--- src/rtl/axi_full_pkg.sv ---
// axi_full_pkg: shared AXI4 constants, loader enums and the 4 KB crossing test
package axi_full_pkg;
  localparam logic [1:0] BURST_INCR  = 2'b01;
  localparam logic [2:0] SIZE_16B    = 3'd4;
  localparam logic [1:0] RESP_OKAY   = 2'b00;
  localparam logic [1:0] RESP_SLVERR = 2'b10;
  localparam logic [1:0] RESP_DECERR = 2'b11;
  typedef enum logic [1:0] {ERR_OK, ERR_RESP, ERR_PROTO, ERR_REJ} err_e;
  typedef enum logic [2:0] {S_IDLE, S_CHK, S_AWR, S_WDAT, S_BRSP, S_ARD, S_RDAT, S_RET} state_e;
  function automatic logic crosses_4k(input logic [11:0] off, input logic [7:0] len);
    logic [13:0] sum;
    sum = {2'b0, off} + {1'b0, {1'b0, len} + 9'd1, 4'b0};
    return sum > 14'd4096;
  endfunction
endpackage

--- src/rtl/axi_beat_cnt.sv ---
// axi_beat_cnt: burst beat counter with compare against the latched AXI LEN
module axi_beat_cnt (
  input  logic       CLK,
  input  logic       RSTn,
  input  logic       clr,
  input  logic       inc,
  input  logic [7:0] len,
  output logic [7:0] cnt,
  output logic       last
);
  // count accepted beats, cleared before each burst starts
  always_ff @(posedge CLK or negedge RSTn)
    if (!RSTn) cnt <= '0;
    else if (clr) cnt <= '0;
    else if (inc) cnt <= cnt + 8'd1;
  assign last = cnt == len;
endmodule

--- src/rtl/axi_full_mst_loader.sv ---
// axi_full_mst_loader: AXI4 burst initiator turning single commands plus a data stream into AW/W/B or AR/R bursts
module axi_full_mst_loader
  import axi_full_pkg::*;
#(
  parameter int DW  = 128,
  parameter int AW  = 32,
  parameter int IDW = 4
) (
  input  logic            CLK,
  input  logic            RSTn,
  input  logic            cmd_valid,
  output logic            cmd_ready,
  input  logic            cmd_wr,
  input  logic [AW-1:0]   cmd_addr,
  input  logic [7:0]      cmd_len,
  input  logic [IDW-1:0]  cmd_id,
  input  logic            src_valid,
  output logic            src_ready,
  input  logic [DW-1:0]   src_data,
  input  logic [DW/8-1:0] src_strb,
  output logic            snk_valid,
  input  logic            snk_ready,
  output logic [DW-1:0]   snk_data,
  output logic            snk_last,
  output logic            done,
  output logic [1:0]      err,
  output logic            busy,
  output logic [IDW-1:0]  MEM_AWID,
  output logic [AW-1:0]   MEM_AWADDR,
  output logic [7:0]      MEM_AWLEN,
  output logic [2:0]      MEM_AWSIZE,
  output logic [1:0]      MEM_AWBURST,
  output logic            MEM_AWVALID,
  input  logic            MEM_AWREADY,
  output logic [DW-1:0]   MEM_WDATA,
  output logic [DW/8-1:0] MEM_WSTRB,
  output logic            MEM_WLAST,
  output logic            MEM_WVALID,
  input  logic            MEM_WREADY,
  input  logic [IDW-1:0]  MEM_BID,
  input  logic [1:0]      MEM_BRESP,
  input  logic            MEM_BVALID,
  output logic            MEM_BREADY,
  output logic [IDW-1:0]  MEM_ARID,
  output logic [AW-1:0]   MEM_ARADDR,
  output logic [7:0]      MEM_ARLEN,
  output logic [2:0]      MEM_ARSIZE,
  output logic [1:0]      MEM_ARBURST,
  output logic            MEM_ARVALID,
  input  logic            MEM_ARREADY,
  input  logic [IDW-1:0]  MEM_RID,
  input  logic [DW-1:0]   MEM_RDATA,
  input  logic [1:0]      MEM_RRESP,
  input  logic            MEM_RLAST,
  input  logic            MEM_RVALID,
  output logic            MEM_RREADY
);
  state_e state, nxt;
  err_e err_q;
  logic wr_q, w_hs, r_hs, proto, last, rej;
  logic [AW-1:0] addr_q;
  logic [7:0] len_q, cnt;
  logic [IDW-1:0] id_q;
  assign w_hs  = state == S_WDAT && src_valid && MEM_WREADY;
  assign r_hs  = state == S_RDAT && MEM_RVALID && snk_ready;
  assign proto = MEM_RLAST != last;
  assign rej   = crosses_4k(addr_q[11:0], len_q);
  axi_beat_cnt u_cnt (
    .CLK (CLK),
    .RSTn(RSTn),
    .clr (state == S_CHK),
    .inc (w_hs || r_hs),
    .len (len_q),
    .cnt (cnt),
    .last(last)
  );
  // state register; reset abandons any burst in flight
  always_ff @(posedge CLK or negedge RSTn)
    if (!RSTn) state <= S_IDLE;
    else state <= nxt;
  // next-state: one command at a time, retire via RET on completion, error or rejection
  always_comb begin
    nxt = state;
    case (state)
      S_IDLE:  if (cmd_valid) nxt = S_CHK;
      S_CHK:   nxt = rej ? S_RET : wr_q ? S_AWR : S_ARD;
      S_AWR:   if (MEM_AWREADY) nxt = S_WDAT;
      S_WDAT:  if (w_hs && last) nxt = S_BRSP;
      S_BRSP:  if (MEM_BVALID) nxt = S_RET;
      S_ARD:   if (MEM_ARREADY) nxt = S_RDAT;
      S_RDAT:  if (r_hs && (last || MEM_RLAST)) nxt = S_RET;
      default: nxt = S_IDLE;
    endcase
  end
  // command latch and error tracking; a protocol error outranks a response error
  always_ff @(posedge CLK or negedge RSTn)
    if (!RSTn) begin
      wr_q   <= 1'b0;
      addr_q <= '0;
      len_q  <= '0;
      id_q   <= '0;
      err_q  <= ERR_OK;
    end else begin
      if (state == S_IDLE && cmd_valid) begin
        wr_q   <= cmd_wr;
        addr_q <= cmd_addr & {{(AW-4){1'b1}}, 4'h0};
        len_q  <= cmd_len;
        id_q   <= cmd_id;
        err_q  <= ERR_OK;
      end
      if (state == S_CHK && rej) err_q <= ERR_REJ;
      if (state == S_BRSP && MEM_BVALID)
        err_q <= (MEM_BRESP != RESP_OKAY || MEM_BID != id_q) ? ERR_RESP : ERR_OK;
      if (r_hs)
        err_q <= proto ? ERR_PROTO : (MEM_RRESP != RESP_OKAY || MEM_RID != id_q) ? ERR_RESP : err_q;
    end
  // channel handshakes decoded from state only, so no VALID waits on its READY
  always_comb begin
    cmd_ready   = RSTn && state == S_IDLE;
    busy        = state != S_IDLE;
    done        = state == S_RET;
    MEM_AWVALID = state == S_AWR;
    MEM_WVALID  = state == S_WDAT && src_valid;
    src_ready   = state == S_WDAT && MEM_WREADY;
    MEM_WLAST   = state == S_WDAT && last;
    MEM_BREADY  = state == S_BRSP;
    MEM_ARVALID = state == S_ARD;
    snk_valid   = state == S_RDAT && MEM_RVALID;
    MEM_RREADY  = state == S_RDAT && snk_ready;
    snk_last    = state == S_RDAT && last;
  end
  assign err         = err_q;
  assign MEM_AWID    = id_q;
  assign MEM_AWADDR  = addr_q;
  assign MEM_AWLEN   = len_q;
  assign MEM_AWSIZE  = SIZE_16B;
  assign MEM_AWBURST = BURST_INCR;
  assign MEM_ARID    = id_q;
  assign MEM_ARADDR  = addr_q;
  assign MEM_ARLEN   = len_q;
  assign MEM_ARSIZE  = SIZE_16B;
  assign MEM_ARBURST = BURST_INCR;
  assign MEM_WDATA   = src_data;
  assign MEM_WSTRB   = src_strb;
  assign snk_data    = MEM_RDATA;
endmodule
--- config.mk ---
export PLATFORM = sky130hd
export DESIGN_NAME = axi_full_mst_loader
export DESIGN_NICKNAME = d
export VERILOG_FILES = /design/src/rtl/axi_full_pkg.sv /design/src/rtl/axi_beat_cnt.sv /design/src/rtl/axi_full_mst_loader.sv
export SDC_FILE = /design/constraint.sdc
export NUM_CORES = 1
export LEC_CHECK = 0
export BUFFER_PORTS_ARGS = -buffer_cell sky130_fd_sc_hd__clkbuf_2
export CORE_AREA = 10 10 276 278
export DETAILED_ROUTE_END_ITERATION = 8
export DIE_AREA = 0 0 286 288
export PLACE_DENSITY = 0.3
export SETUP_SLACK_MARGIN = 0.1
export SYNTH_ARGS = -nofsm -noshare
export SYNTH_HDL_FRONTEND = slang
export SYNTH_SLANG_ARGS = --single-unit
--- constraint.sdc ---
create_clock -name CLK -period 7.6 [get_ports CLK]
set_input_delay 1.52 -clock CLK [delete_from_list [all_inputs] [get_ports CLK]]
set_output_delay 1.52 -clock CLK [all_outputs]
set_load 0.02 [all_outputs]
==> results of run 1 <==
worst max-delay path, cell delays in order:
cell      delay, ps
buf_2            80
buf_4           320
and3_1          220
clkbuf_2        180
per-layer routing:
metal  GRT usage [%]  routed length [um]
met3            5.67                5290
met1            5.83                8980
met4            3.61                1410
met2            8.45               10800
met5           0.595                  71
sequential cells by signal, indices dropped and copies added, names as in the netlist:
register / count
MEM_ARADDR: 28
MEM_ARLEN: 8
u_cnt.cnt: 8
MEM_ARID: 4
state: 3
err: 2
wr_q: 1
synth_stat cells, types with 2 or more instances:
library cell	count	share of area [%]
mux2i_1	2	0.36
nand3_1	9	0.81
xor2_1	5	0.78
conb_1	2	0.13
dfrtp_1	54	24
nand4_1	6	0.67
or3_1	3	0.34
ha_1	12	2.7
o21ai_0	17	1.5
mux2_2	37	7.5
inv_1	9	0.60
clkbuf_1	7	0.47
nor2b_1	3	0.34
a211oi_1	2	0.27
a21oi_1	8	0.72
a31oi_1	4	0.45
nand2_1	20	1.3
o21a_1	2	0.27
and2_1	4	0.45
xnor2_1	21	3.3
and4_1	2	0.31
and3_1	5	0.56
nor3_1	5	0.45
buf_4	330	44
o211ai_1	3	0.40
nor2_1	20	1.3
o211ai_2	2	0.45
a22oi_1	2	0.27
buf_2	4	0.36
where the power goes:
group          total (W)  leakage [nW]  switching, W  internal [W]
clock network   0.000298        0.0759      0.000170      0.000128
logic            0.00138          1.35      0.000856      0.000524
registers       0.000632         0.661      0.000210      0.000422
placed cells by master (no fill, tap or decap), types with 6 or more instances in the layout:
cell      instances
clkbuf_2        156
dfrtp_1          54
mux2_2           37
xnor2_1          21
nand2_1          20
nor2_1           20
conb_1           18
o21ai_0          17
ha_1             12
inv_1             9
nand3_1           9
a21oi_1           8
nand4_1           6
logic make-up (layout without fill, tap and decap cells):
logic type	after synthesis	after routing	share of synthesized area (%)
AOI/OAI and AO/OA	59	59	7.60
muxes	39	39	7.82
and+or+nand+nor	82	82	7.26
buffers and inverters	351	178	45.9
xor gates and xnor gates	26	26	4.08
other	2	18	0.134
adders and majority gates	13	13	3.05
DFF	54	54	24.2
area by class of cell:
class / count / area, um^2 / area share [%]
multi-input combinational: 237 / 1740 / 32.9
sequential: 54 / 1350 / 25.6
tap: 950 / 1190 / 22.5
timing repair buffer: 160 / 808 / 15.3
clock buffer: 5 / 125 / 2.37
inverter: 10 / 37.5 / 0.711
clock inverter: 3 / 28.8 / 0.545
worst min path at each step:
stage	startpoint	end	slack, ps	depth (start not counted)
6_report	wr_q	state[2]	490	1
5_1_grt	wr_q	state[2]	510	1
4_1_cts	wr_q	state[2]	480	1
3_5_place_dp	wr_q	state[2]	460	1
3_3_place_gp	wr_q	state[2]	450	1
2_1_floorplan	wr_q	state[2]	430	1
per-stage QoR:
step                hold WS [ps]  utilization [%]  area, um^2
detailed placement           463             7.23        5120
finish                       488             7.45        5280
floorplan                    426                -        5640
CTS                          479             7.45        5280
global route                 506             7.45        5280
global placement             446             7.23        5120
==> metrics.md, run 1 <==
| Metric | Value |
|---|---|
| Status | completed |
| DRC viols | 0 |
| Cells on worst reg2reg path | 10 |
| Initial DRT Pass Iterations | 4 |
| Nets | 821 |
| Hold Crit Class | flip-flop to flip-flop |
| First-pass GRT wire length | 33900 um |
| Inserted Diodes | 0 |
| Final count of negative-setup-slack endpoints | 0 |
| FF+latch count, synth | 54 |
| Clock skew | 23.0 ps |
| GR Util All Layers | 6.10% |
| Reg2Reg Capture Point | state[0] |
| Vias in the first global route | 3824 |
| Crit-path max FO | 20 |
| Max Clk Rate | 258 MHz |
| CP Launch Type | input pin |
| CTS H-Tree Depth | 2 |
| Pre-CTS setup slack | 3460 ps |
| Setup CP Type | input pin to output port |
| Fin crit period | 3880 ps |
| Post-synth ARST share | 100% |
| Die W | 286 um |
| CTS Buffer Depth | 2 |
| Cell Area, Synth | 5580 um^2 |
| CTS buffer count | 5 |
| Initial core utilization | 7.88% |
| Reg-to-reg critical path startpoint | MEM_ARLEN[1] |
| Setup_tns | 0 ps |
| Vias per cell | 2.43 |
| Final WL | 26500 um |
| Fillers | 8425 |
| Die area | 82400 um^2 |
| CP Launch Point | RSTn |
| Post-CTS Resized | 0 |
| YS warnings | 0 |
| Largest net degree at the start of global routing | 47 |
| Gpl congestion | 0.669 |
| Flop2flop setup slack | 3780 ps |
| FP Rows | 98 |
| Data required, critical path | 6080 ps |
| Overall Power | 0.00231 W |
| Avg Cell Area, Syn | 8.92 um^2 |
| Wire per inst | 18.7 um |
| Vias post-DR | 3444 |
| Antenna-violating nets left | 0 |
| End point of the critical path | cmd_ready |
| Iteration-0 DRC Markers | 83 |
| Final worst slack | 3720 ps |
| Ys flop type | dfrtp_1 |
| CTS Hold Bufs | 0 |
| Setup bufs post-CTS | 0 |
| Static leakage | 2.08 nW |
| CP Capture Type | output port |
| Share of cells above drive strength 1 | 45.8% |
| Hold Fails Final Rpt | 0 |
| CORE AREA | 70900 um^2 |
| Worst skew pair latency | 350 ps |
| Placed insts | 1411 |
| Syn-to-layout area delta | -5.49% |
| Post-DP HPWL | 22800 um |
| Ports | 724 |
| Maxcap violations | 0 |
| Worst relative slew slack | 45.5% |
| GR Overflow Total | 0 |
| Die Ht | 288 um |
| Finished Layout Cells | 1419 |
| Pwr dens | 438 nW/um^2 |
| Clk slew on worst S/H paths | 110 ps |
| Root buffer cell | clkbuf_16 |
| CTS Sinks | 54 |
| RSZ-0062 raised after global routing | no |
| CP Data Arrival Time | 2360 ps |
| Port bufs | 157 |
| Synth cell types | 55 |
| Worst slew pin tran | 804 ps |
| Cells after synthesis | 626 |
| Seq/Total Area, Yosys | 24.2% |
| Antenna violations before repair | 4 |
| Final count of pins violating max slew | 0 |
| Number of synthesized flops with an enable pin | 0 |
| CTS tree | done |
| VDD IR max | 0.194 mV |
| Tcrit/Tclk final | 51.1% |
No activity file was read; power rests on OpenSTA's default activity.
==> run 2: changes to the inputs <==
ABC_AREA = 1   (was unset)
clock period = 3.32 ns   (was 7.6 ns; I/O delays follow)
==> run 2 against run 1 <==
  * Critical path type is now flip-flop to flip-flop
  * Setup slack got worse by 3200 ps
  * Area after synthesis rose by 2.5%
  * Combinational power increased by 120%
==> metrics.md, run 2 <==
| Metric | Value |
|---|---|
| Vias in the first global route | 4212 (+10%) |
| Iteration-0 DRC Markers | 85 (+2.4%) |
| CP max stage delay | 360 ps (+40 ps) |
| First-pass GRT wire length | 31800 um (-6.4%) |
| Gpl congestion | 0.689 (+3.0%) |
| Reg-to-reg critical path startpoint | MEM_ARLEN[0] |
| Final count of negative-setup-slack endpoints | 0 (unchanged) |
| DRC viols | 0 (unchanged) |
| Logic pwr share | 60.0% (+0.3 points) |
| GR Overflow Total | 0 (unchanged) |
| CTS Sinks | 54 (unchanged) |
| Largest net degree at the start of global routing | 35 (-26%) |
| Share of cells above drive strength 1 | 32.1% (-14 points) |
| CP Launch Point | MEM_ARLEN[0] |
| Tcrit/Tclk final | 85.5% |
| Hold Fails Final Rpt | 0 (unchanged) |
| CP Data Arrival Time | 3070 ps (+710 ps) |
| Ports | 724 (unchanged) |
| Seq/Total Area, Yosys | 23.6% (-0.58 points) |
| Max Clk Rate | 352 MHz |
| Die W | 286 um (unchanged) |
| CTS Hold Bufs | 0 (unchanged) |
| Synth cell types | 38 (-31%) |
| Area share of the largest cell type after synthesis | 43.3% (-1.1 points) |
| Largest cells by area after synthesis | buf_4 (43%), dfrtp_1 (24%), nand2_1 (12%), inv_1 (3.3%), ha_1 (2.6%) |
| Cell Area, Synth | 5720 um^2 (+2.5%) |
| Worst relative slew slack | 49.5% (+4.0 points) |
| CTS Buffer Depth | 2 (unchanged) |
| GR Util All Layers | 5.51% (-0.59 points) |
| CTS H-Tree Depth | 2 (unchanged) |
| Vias per cell | 2.44 (+0.62%) |
| CP Capture Type | flip-flop |
| Vias post-DR | 3861 (+12%) |
| End point of the critical path | err[0] |
| Internal | 0.00224 W (+110%) |
| Most common cell on crit path | nand2_1 |
| Top-count cell post-synth | buf_4 |
| Antenna-violating nets left | 0 (unchanged) |
| Post-synth top area cell | buf_4 |
| Crit-path max FO | 5 (-75%) |
| Static leakage | 2.61 nW (+25%) |
| Maxcap violations | 0 (unchanged) |
| Clk slew on worst S/H paths | 100 ps (about the same) |
| Avg Cell Area, Syn | 7.34 um^2 (-18%) |
| Number of synthesized flops with an enable pin | 0 (unchanged) |
| YS warnings | 0 (unchanged) |
| Wire per inst | 14.8 um (-21%) |
| Final WL | 23400 um (-12%) |
| Reg2Reg Capture Point | err[0] |
| Post-DP HPWL | 19000 um (-17%) |
| Worst slew pin tran | 754 ps (-50.0 ps) |
| RSZ-0062 raised after global routing | no |
| Antenna violations before repair | 5 (+1) |
| Root buffer cell | clkbuf_16 |
| Nets | 982 (+20%) |
| Clock skew | 10.1 ps (-12.9 ps) |
| Setup CP Type | flip-flop to flip-flop |
| CP Launch Type | flip-flop |
| Flop2flop setup slack | 480 ps (-3300 ps) |
| Fin crit period | 2840 ps |
| Most frequent cells after synthesis | buf_4 (330), nand2_1 (179), dfrtp_1 (54), inv_1 (51), nor2_1 (32) |
| Hold Crit Class | input pin to asynchronous set/reset pin |
| CORE AREA | 70900 um^2 (unchanged) |
| Max reg flops | 28 (unchanged) |
| Fin util | 7.77% (+0.33 points) |
| Port bufs | 157 (unchanged) |
| Syn-to-layout area delta | -3.70% |
| Commonest cells after routing, fill and taps aside | nand2_1 (178), clkbuf_2 (156), dfrtp_1 (52) |
| Cell breakdown of the critical path | buf_4 > nand3_1 > nor2_1 > nand2_1 > xor2_1 > inv_1 > ha_1 > nand2_1 > nor2_1 > nand3_1 > a21oi_1 > o21ai_0 > buf_4 > nand2_2 > nand2_1 > nand2_1 > nand2_1 > nand2_1 > nand2_1 |
| Cells on worst reg2reg path | 19 (+9) |
| Die Ht | 288 um (unchanged) |
| Sw Share | 55.4% (+1.9 points) |
| Reg power frac | 25.9% (-1.5 points) |
| Worst skew pair latency | 340 ps (about the same) |
| CTS tree | done |
| Sw Pwr | 0.00278 W (+120%) |
| Most common library cell in the layout ignoring fill and taps | nand2_1 |
| Die area | 82400 um^2 (unchanged) |
| FF+latch count, synth | 54 (unchanged) |
| Data required, critical path | 3550 ps (-2530 ps) |
| Final count of pins violating max slew | 0 (unchanged) |
| Crit-path slowest cell | dfrtp_1 |
| Pwr dens | 910 nW/um^2 (+110%) |
| Initial DRT Pass Iterations | 4 (unchanged) |
| FP Rows | 98 (unchanged) |
| Ys flop type | dfrtp_1 |
| CTS buffer count | 5 (unchanged) |
| Cells after synthesis | 779 (+24%) |
| Setup bufs post-CTS | 0 (unchanged) |
| Post-synth ARST share | 100% (unchanged) |
| Post-CTS Resized | 0 (unchanged) |
| Setup_tns | 0 ps (unchanged) |
| Status | completed |
| VDD IR max | 0.286 mV (+47%) |
| Clk pwr share | 14.1% (+1.2 points) |
| Initial core utilization | 8.07% (+0.19 points) |
[run 2: how the worst min path moves through the flow]
stage	slack (ps)	from	endpoint	cells after the start
2_1_floorplan	370	RSTn	MEM_ARADDR[10]	0
5_1_grt	470	RSTn	wr_q	2
3_3_place_gp	480	err[1]	err[1]	2
4_1_cts	470	RSTn	wr_q	2
6_report	450	RSTn	wr_q	2
3_5_place_dp	480	err[1]	err[1]	2
[run 2: critical path, delay by kind of cell, from the launching register on]
family                   cells  cell delay, ps
AND/OR/NAND/NOR             12            1140
buffers and inverters        3             410
flip-flops                   1             360
adder cells (fa/ha/maj)      1             360
AO/OA/AOI/OAI                2             280
XOR/XNOR                     1             160
[run 2: per-stage QoR]
| step | setup slack [ps] | total power, W | hold slack (ps) | instances | area, um^2 |
|---|---|---|---|---|---|
| CTS | 290 | 0.00521 | 469 | 1580 | 5500 |
| global placement | 240 | 0.00443 | 475 | 1572 | 5330 |
| global route | 134 | 0.00555 | 475 | 1580 | 5510 |
| detailed placement | 290 | 0.00442 | 480 | 1572 | 5330 |
| finish | 480 | 0.00502 | 451 | 1581 | 5510 |
| floorplan | 687 | 0.00393 | 368 | 795 | 5780 |
[run 2: cell families after synthesis]
kind of cell               synth area share (%)
buffers and inverters                      47.6
and+or+nand+nor                            19.8
xor gates and xnor gates                   1.53
other                                     0.131
AOI/OAI and AO/OA                          4.35
adders and majority gates                  2.97
DFF                                        23.6
[run 2: metal layers]
layer / global-route usage, % / part of all wire [%] / vias to the layer above
li1: - / - / 1752
met1: 5.42 / 36 / 1657
met2: 8.48 / 45 / 319
met3: 3.33 / 12 / 127
met4: 4.05 / 6.7 / 6
met5: 0 / 0.16 / -
[run 2: power by group through the flow]
stage	clock network (W)	registers, W	logic [W]
2_1_floorplan	0	0.00146	0.00247
6_report	0.000709	0.00130	0.00301
3_3_place_gp	0	0.00133	0.00310
3_5_place_dp	0	0.00133	0.00309
5_1_grt	0.000795	0.00136	0.00340
4_1_cts	0.000789	0.00132	0.00310
[run 2: area by class of cell]
| type | count | area (um^2) |
|---|---|---|
| fillers | 8481 | 65400 |
| diodes | 1 | 2.50 |
| well taps | 950 | 1190 |
| clock inverters | 2 | 37.5 |
| multi-input cells | 346 | 1720 |
| inverters | 56 | 210 |
| repair buffers | 166 | 868 |
| clock buffers | 6 | 129 |
| flip-flops and latches | 54 | 1350 |
